`src/rtl/demux4_tdm_rx.sv`:
```
// rtl/demux4_tdm_rx.sv - four-slot TDM receive demultiplexer with frame lock tracking
//
// Splits a time-division-multiplexed word stream into four registered lanes.
// A frame is four words; the slot-0 word is marked by frame_sync. The FSM hunts
// for the first sync, then tracks slots and flags sync anomalies.
//
// Optional feature macro: DEMUX4_TDM_PARITY_EN (adds din_par / par_err).
//
// Ports:
//   clk         in   clock, rising edge
//   rst_n       in   asynchronous active-low reset
//   din         in   [WIDTH-1:0] TDM data word
//   din_valid   in   din valid this cycle
//   frame_sync  in   din is the slot-0 word (qualified by din_valid)
//   out0..out3  out  [WIDTH-1:0] registered lanes
//   out_valid   out  [3:0] one-cycle per-lane update strobe
//   frame_done  out  pulse when the slot-3 word is written
//   sync_err    out  pulse on unexpected or missing frame_sync
//   locked      out  high while in LOCKED
//   din_par     in   even parity over din (parity build only)
//   par_err     out  pulse with the strobe of a word failing parity (parity build only)

module demux4_tdm_rx #(
  parameter int WIDTH = 8
) (
  input  logic             clk,
  input  logic             rst_n,
  input  logic [WIDTH-1:0] din,
  input  logic             din_valid,
  input  logic             frame_sync,
  output logic [WIDTH-1:0] out0,
  output logic [WIDTH-1:0] out1,
  output logic [WIDTH-1:0] out2,
  output logic [WIDTH-1:0] out3,
  output logic [3:0]       out_valid,
  output logic             frame_done,
  output logic             sync_err,
  output logic             locked
`ifdef DEMUX4_TDM_PARITY_EN
  ,
  input  logic             din_par,
  output logic             par_err
`endif
);

  typedef enum logic {HUNT = 1'b0, LOCKED = 1'b1} state_t;

  state_t     state;
  logic [1:0] slot;

  // Per-cycle decision: accept the word into a lane, flag an error, or drop lock.
  logic       acc;
  logic [1:0] lane;
  logic       err;
  logic       lose;

  always_comb begin
    acc  = 1'b0;
    lane = slot;
    err  = 1'b0;
    lose = 1'b0;
    if (din_valid) begin
      if (state == HUNT) begin
        if (frame_sync) begin
          acc  = 1'b1;
          lane = 2'd0;
        end
      end else if (frame_sync && slot != 2'd0) begin
        // Early sync: resynchronise on this word as the new slot 0.
        err  = 1'b1;
        acc  = 1'b1;
        lane = 2'd0;
      end else if (!frame_sync && slot == 2'd0) begin
        // Slot 0 arrived without its sync marker: lock is lost, word dropped.
        err  = 1'b1;
        lose = 1'b1;
      end else begin
        acc  = 1'b1;
        lane = slot;
      end
    end
  end

  always_ff @(posedge clk or negedge rst_n) begin
    if (!rst_n) begin
      state      <= HUNT;
      slot       <= 2'd0;
      out0       <= '0;
      out1       <= '0;
      out2       <= '0;
      out3       <= '0;
      out_valid  <= 4'b0000;
      frame_done <= 1'b0;
      sync_err   <= 1'b0;
      locked     <= 1'b0;
`ifdef DEMUX4_TDM_PARITY_EN
      par_err    <= 1'b0;
`endif
    end else begin
      out_valid  <= 4'b0000;
      frame_done <= 1'b0;
      sync_err   <= err;
`ifdef DEMUX4_TDM_PARITY_EN
      par_err    <= 1'b0;
`endif
      if (acc) begin
        case (lane)
          2'd0:    out0 <= din;
          2'd1:    out1 <= din;
          2'd2:    out2 <= din;
          default: out3 <= din;
        endcase
        out_valid  <= 4'b0001 << lane;
        frame_done <= (lane == 2'd3);
        slot       <= lane + 2'd1;  // wraps 3 -> 0
        state      <= LOCKED;
        locked     <= 1'b1;
`ifdef DEMUX4_TDM_PARITY_EN
        // Even parity: din plus din_par must carry an even number of ones.
        par_err    <= ^{din, din_par};
`endif
      end
      if (lose) begin
        state  <= HUNT;
        locked <= 1'b0;
        slot   <= 2'd0;
      end
    end
  end

endmodule

```
`config.mk`:
```
export PLATFORM = sky130hd
export DESIGN_NAME = demux4_tdm_rx
export DESIGN_NICKNAME = d
export VERILOG_FILES = /design/src/rtl/demux4_tdm_rx.sv
export SDC_FILE = /design/constraint.sdc
export NUM_CORES = 1
export LEC_CHECK = 0
export CELL_PAD_IN_SITES_DETAIL_PLACEMENT = 1
export CELL_PAD_IN_SITES_GLOBAL_PLACEMENT = 2
export CORE_UTILIZATION = 34
export CTS_BUF_LIST = sky130_fd_sc_hd__clkbuf_4
export DETAILED_ROUTE_END_ITERATION = 10
export PLACE_DENSITY = 0.94
export SETUP_SLACK_MARGIN = 0.5
export SLEW_MARGIN = 10
export SYNTH_ARGS = -nofsm -noshare
export SYNTH_HDL_FRONTEND = slang
export SYNTH_SLANG_ARGS = --single-unit
```
`constraint.sdc`:
```
create_clock -name clk -period 4.72 [get_ports clk]
set_input_delay 0.472 -clock clk [delete_from_list [all_inputs] [get_ports clk]]
set_output_delay 0.472 -clock clk [all_outputs]
set_load 0.02 [all_outputs]
```
# Yosys cells after proc, flatten, opt, wreduce, memory -nomap -nowiden
# Cells that the tools add are included.
# totals
out_inout_bits	39
in_bits	12
word_cells	49
ff_bits	41
# classes
n_addsub	1
eq_ne	3
n_bitwise	1
reduce_logical	12
shift	1
mux	22
# ops
operator	n
2-to-1 mux 1 bit	15
2-to-1 mux 2 bit	6
AND reduction 2 bit	4
== test 2 bit, second input constant	2
logical NOT 2 bit	2
2-to-1 mux 4 bit	1
nonzero test 2 bit	2
left shift 1 x 2 -> 4 bit, first input constant	1
OR reduction 3 bit	1
adder 2 x 1 -> 2 bit, second input constant	1
== test 2 x 1 -> 1 bit, second input constant	1
logical AND 1 bit	2
logical NOT 1 bit	1
inverter 1 bit	1

# Longest topological paths before layout
# Gate-level depths: netlist (run 1).
# depth
word_depth	9
depth_mapped	10
depth_no_buf	9

# Least setup slack after synthesis (run 1)
# Ideal clock, no wire load.
# synth_timing
path_kind	register to register
startpoint	reg slot[1]
endpoint	reg out2[0]
t_arrival_ns	2.117
setup_slack_ns	2.479
path_stages_with_launch	10
cell_sequence	dfrtp_1 or2_2 ha_1 a21o_2 a21oi_1 ha_1 inv_1 a211o_2 buf_6 mux2_2
# synth_between
elab_chain_len	7
word_cells_on_any_way	14
# synth_rtl
element	line_no	rtl
from (decl)	49	logic [1:0] slot;
from (signal assigned)	115	slot <= lane + 2'd1;
nonzero test 2 bit or logical NOT 2 bit (tied branches)	68, 73	
logical AND 1 bit, on equally long branches	68, 73	
2-to-1 mux 2 bit or 2-to-1 mux 1 bit (tied branches)	68, 73	
2-to-1 mux 2 bit or 2-to-1 mux 1 bit (tied branches)	63, 68	
2-to-1 mux 2 bit or 2-to-1 mux 1 bit (tied branches)	62, 63	
== test 2 bit or 2-to-1 mux 1 bit (tied branches)	107, 62	
AND reduction 2 bit (no line) *	n/a	
to (signal assigned)	110	2'd2: out2 <= din;
to (decl)	33	output logic [WIDTH-1:0] out2,
# Mark *: on every way between the ends. The rest lies on a longest branch, timed or not.
# A chain may end at the register's enable or synchronous reset.

# Worst setup path in the final report (run 1)
# layout_timing
startpoint	reg slot[1]
endpoint	reg out2[6]
# The elaborated chain is that of the path after synthesis.

==> flow_metrics.tcl, run 1 <==
set metrics [dict create \
    ys_ff_latch 40 \
    post_cts_buffers 0 \
    avgSynthCellArea_um2 14.9 \
    antennaDiodeCount 0 \
    synth.area.top_cells "dfrtp_1 60%, mux2_2 22%, nor2b_4 2.5%, ha_1 2.2%, inv_1 1.8%" \
    synth_warnings 0 \
    ys_async_sr_fraction_pct 100 \
    tightest_slew_ns 0.871 \
    io_buffer_count 50 \
    gr-usage-met3_pct 3.47 \
    synth.most_common_cell "dfrtp_1" \
    synth_top_area_share_pct 59.9 \
    area_delta_synth_final_pct 37.2 \
    place_congestion 0.846 \
    holdWs_ns 0.229 \
    syn_area_um2 1670 \
    fp.dieH_um 72.1 \
    clock_skew_ns 0.00716 \
    cts.clk_slew.worst_paths_ns 0.12 \
    synth-seq-area-share_pct 59.9 \
    die_w_um 72.1 \
    coreArea_um2 4720 \
    pwr_density_cell_nw_per_um2 754 \
    netlist.top_cell.by_area "dfrtp_1" \
    gr-total-overflow 0 \
    cp.required_ns 4.95 \
    grt_pass1_wl_um 6530 \
    die_area_um2 5200 \
    dp_hpwl_um 2990 \
    num_vias 1068 \
    cts_made_buffers 5 \
    cts.sinks 40 \
    drt_iter0_drc 44 \
    antenna_found_initial 0 \
    cts_hold_buf 0 \
    setup_viol 0 \
    drive_above_1_share_pct 30.7 \
    gr-max-usage-layer "met2" \
    htreeDepth 2 \
    synth_edf_count 0 \
    hold_violations 0 \
    startpoint_type "flip-flop" \
    p_leak_uw 0.00103 \
    post_cts_resized 0 \
    worst_setup_path_end_kind "flip-flop" \
    grt_pass1_vias 1240 \
    cap_violations 0 \
    max_slew_margin_pct 41.9 \
    ios 51 \
    maxSlewViolCount 0 \
    clock_path_buffers 2 \
    crit_fanout 9 \
    critPathKind "flip-flop to flip-flop" \
    syn-num-nets 127 \
    synthFlopType "dfrtp_1" \
    fin_nets 180 \
    grt_start_max_net_pins 41 \
    vdd_drop_max_mv 0.335 \
    root_buffer "clkbuf_4" \
    synthDistinctLibCells 21 \
    vias_per_cell 4.58 \
    hold_path.class "input pin to asynchronous set/reset pin" \
    ant_nets 0 \
    start_util_pct 35.4 \
    gr-usage-met1_pct 18.5 \
    drtPass1Iterations 4 \
    wl_um 3950 \
    cts_tree "yes" \
    drcViolationCount 0 \
    synthTopCellsByCount "40 x dfrtp_1, 32 x mux2_2, 8 x inv_1" \
    grt_setup_unrepaired "no" \
    netlist_instances 112 \
    post_drt_wl_per_cell_um 17.0 \
    critPathArrivalTime_ns 2.63 \
    row_count 25 \
    setup_tns_ns 0 \
    post-route-period-util_pct 50.8 \
    clkLatencyLatePin_ns 0.34 \
    use_met2_pct 31.9 \
    fin_crit_ns 2.40 \
    run_status "completed" \
    grt_usage_pct 17.0 \
    fmax_mhz 417 \
]
[cell usage in the layout (no fill, tap or decap)]
cell and n:
nor3b_1 1, clkbuf_4 6, clkinv_2 1, inv_1 8, or2_2 1, nand2_1 5, and2b_2 1, nor2b_4 3
a21o_2 1, nand3b_1 1, o221ai_1 1, a31oi_1 1, nand4_2 2, ha_1 3, a21oi_1 3, nor2_1 1
a211o_2 1, o21ai_0 2, bufinv_16 1, dfrtp_1 40, buf_2 1, mux2_2 32, clkdlybuf4s50_1 49, o221ai_4 1
[per-stage QoR]
stage	cell area [µm²]	worst slack, ns	total power [µW]	cells	util (%)
2_1_floorplan	1670	2.48	1100	112	-
3_3_place_gp	2210	2.15	1470	225	46.8
3_5_place_dp	2210	2.03	1520	225	46.8
4_1_cts	2290	2.30	1750	233	48.5
5_1_grt	2290	2.18	1820	233	48.5
6_report	2290	2.32	1730	233	48.5
[state kept, by name, indices dropped and copies added, names as in the netlist]
signal      flops
frame_done      1
out0            8
out1            8
out2            8
out3            8
out_valid       3
slot            2
state           1
sync_err        1
[per-layer routing]
| metal | up-vias | wire (µm) |
|---|---|---|
| met4 | 0 | 77 |
| met1 | 544 | 1520 |
| met2 | 26 | 2240 |
| met3 | 8 | 113 |
| met5 | - | 0 |
| li1 | 490 | - |
[worst paths after layout]
check	from	endpoint	slack (ns)	cells after the start
worst max register to register	slot[1]$_DFFE_PN0P_	out2[6]$_DFFE_PN0P_	2.32	8
min in group clk	out3[4]$_DFFE_PN0P_	out3[4]$_DFFE_PN0P_	0.52	1
max in group asynchronous	rst_n	out2[6]$_DFFE_PN0P_	3.94	1
worst min-delay path	rst_n	out3[1]$_DFFE_PN0P_	0.23	1
worst min register to register	out3[4]$_DFFE_PN0P_	out3[4]$_DFFE_PN0P_	0.52	1
worst max-delay path	slot[1]$_DFFE_PN0P_	out2[6]$_DFFE_PN0P_	2.32	8
[critical path: stages (launching register included)]
cell and delay [ns]:
dfrtp_1 0.44, or2_2 0.33, ha_1 0.21, a21o_2 0.25, a21oi_1 0.16, ha_1 0.16
inv_1 0.04, a211o_2 0.40, mux2_2 0.30
[report_power, final]
part	switching, µW	total, µW	leakage [µW]	internal (µW)
clock	110	227	0.0000456	117
combinational	434	896	0.000499	462
sequential	102	606	0.000487	504
[cell type report]
| type | instances | area [µm²] |
|---|---|---|
| clock buffers | 6 | 45.0 |
| well taps | 67 | 83.8 |
| inverters | 8 | 30.0 |
| repair buffers | 50 | 495 |
| multi-input cells | 60 | 602 |
| clock inverters | 2 | 35.0 |
| flip-flops and latches | 40 | 1000 |
| fillers | 483 | 2430 |
[cells by family after synthesis]
family	count (synthesis)	share of synthesized area, %
flops	40	59.9
mux	32	21.6
simple gates	15	7.12
buf+inv	12	4.04
compound gates	10	5.09
fa+ha+maj	3	2.25
Note: power is estimated with default switching activity, not from simulation.
==> run 2: changes to the inputs <==
Settings changed: CORE_UTILIZATION 34 to 32, PLACE_DENSITY 0.94 to 0.9.
Clock period 4.72 ns to 2.3 ns, I/O delays scaled along.
==> flow_metrics.tcl, run 2 (synthesis gave the netlist of run 1 again) <==
set metrics [dict create \
    p_leak_uw 0.00115 \
    holdWs_ns 0.517 \
    die_area_um2 5510 \
    fillers 507 \
    switching_power_uw 1450 \
    p_int_uw 2430 \
    clkLatencyLatePin_ns 0.37 \
    start_util_pct 34.2 \
    p_comb_share_pct 55.8 \
    grt_pass1_wl_um 7140 \
    post-route-util_pct 51.6 \
    tightest_slew_ns 0.899 \
    gr-total-overflow 0 \
    post-route-period-util_pct 92.2 \
    clock_skew_ns 0.0208 \
    htreeDepth 2 \
    pwr_density_cell_nw_per_um2 1540 \
    cp-endpoint "out2[4]$_DFFE_PN0P_" \
    clock_path_buffers 2 \
    num_vias 1131 \
    critPathLaunch "slot[1]$_DFFE_PN0P_" \
    maxSlewViolCount 0 \
    grt_setup_unrepaired "yes" \
    vdd_drop_max_mv 0.803 \
    fin_crit_ns 2.12 \
    fmax_mhz 472 \
    cts.sinks 40 \
    cts_made_buffers 5 \
    drive_above_1_share_pct 38.3 \
    fin_nets 194 \
    vias_per_cell 4.58 \
    ff2ff_setup_slack_ns 0.18 \
    worst_setup_path_end_kind "flip-flop" \
    grt_start_max_net_pins 41 \
    ios 51 \
    max_slew_margin_pct 40.1 \
    ant_nets 0 \
    run_status "completed" \
    cts_tree "yes" \
    grt_usage_pct 18.3 \
    worstReg2RegEnd "out2[4]$_DFFE_PN0P_" \
    antenna_found_initial 0 \
    setup_tns_ns 0 \
    total_power_uw 3880 \
    cp.required_ns 2.54 \
    critPathKind "flip-flop to flip-flop" \
    die_w_um 74.3 \
    drt_iter0_drc 39 \
    r2r_cells 8 \
    critPathArrivalTime_ns 2.36 \
    antennaDiodeCount 0 \
    final_common_cell "clkdlybuf4s50_1" \
    cap_violations 0 \
    crit_fanout 5 \
    hold_path.class "input pin to asynchronous set/reset pin" \
    drtPass1Iterations 4 \
    wl_um 4470 \
    seqPwrFrac_pct 32.3 \
    startpoint_type "flip-flop" \
    dp_hpwl_um 2980 \
    setup_viol 0 \
    post_drt_wl_per_cell_um 18.1 \
    drcViolationCount 0 \
    power_switching_share_pct 37.4 \
    grt_pass1_vias 1319 \
    hold_violations 0 \
    coreArea_um2 4880 \
    row_count 25 \
    io_buffer_count 50 \
    root_buffer "clkbuf_4" \
    area_delta_synth_final_pct 50.6 \
    final_cell_mix "49 x clkdlybuf4s50_1, 39 x dfrtp_1, 23 x mux2_2" \
    cts.clk_slew.worst_paths_ns 0.14 \
    place_congestion 0.759 \
    fp.dieH_um 74.3 \
    r2r-start "slot[1]$_DFFE_PN0P_" \
    power.share.clock_pct 11.9 \
]
-- run 2: layer usage --
layer	GRT usage [%]	routed length, µm
met2	31.2	2240
met1	21.6	1850
met4	6.29	65
met5	0	0
met3	6.50	312
-- run 2: metrics by stage --
stage          cell area, µm²  cells  setup WS, ns
2_1_floorplan            1730    112         0.221
3_3_place_gp             2310    230        0.0505
3_5_place_dp             2310    230       -0.0308
4_1_cts                  2510    246         0.201
5_1_grt                  2520    247         0.149
6_report                 2520    247         0.180
-- run 2: power by group through the flow --
stage          sequential, µW  clock, µW  combinational (µW)
2_1_floorplan            1600          0                 763
3_3_place_gp             1240          0                1920
3_5_place_dp             1260          0                1980
4_1_cts                  1250        474                2160
5_1_grt                  1290        499                2300
6_report                 1250        464                2160
-- run 2: layout make-up --
type | instances | area (µm²) | share of cell area (%)
clock buffers | 5 | 37.5 | 1.49
flip-flops and latches | 40 | 1000 | 39.8
multi-input cells | 61 | 706 | 28.0
well taps | 67 | 83.8 | 3.33
clock inverters | 3 | 37.5 | 1.49
repair buffers | 63 | 619 | 24.6
inverters | 8 | 30.0 | 1.19
-- run 2: how the worst min path moves through the flow --
stage                         from                   end  slack (ns)
6_report                     rst_n   out0[4]$_DFFE_PN0P_        0.52
5_1_grt        out2[2]$_DFFE_PN0P_   out2[2]$_DFFE_PN0P_        0.55
4_1_cts        out3[4]$_DFFE_PN0P_   out3[4]$_DFFE_PN0P_        0.52
3_5_place_dp                 rst_n   out3[2]$_DFFE_PN0P_        0.41
3_3_place_gp                 rst_n   out1[6]$_DFFE_PN0P_        0.37
2_1_floorplan                rst_n  frame_done$_DFF_PN0_       -0.07
-- run 2: worst max-delay path, stage by stage (launching register included) --
cell,delay [ns]
dfrtp_1,0.42
or2_4,0.25
ha_4,0.17
a21o_4,0.21
a21oi_4,0.15
ha_4,0.15
inv_2,0.04
a211o_4,0.30
mux2_4,0.31
-- run 2: timing repair --
item,4_1_cts,5_1_grt
setup buffers,6,1
hold buffers,1,0
gates resized for setup,10,0
endpoints found under the hold margin,8,0
cloned,1,0
pin swaps,1,2
setup endpoints to repair,36,36
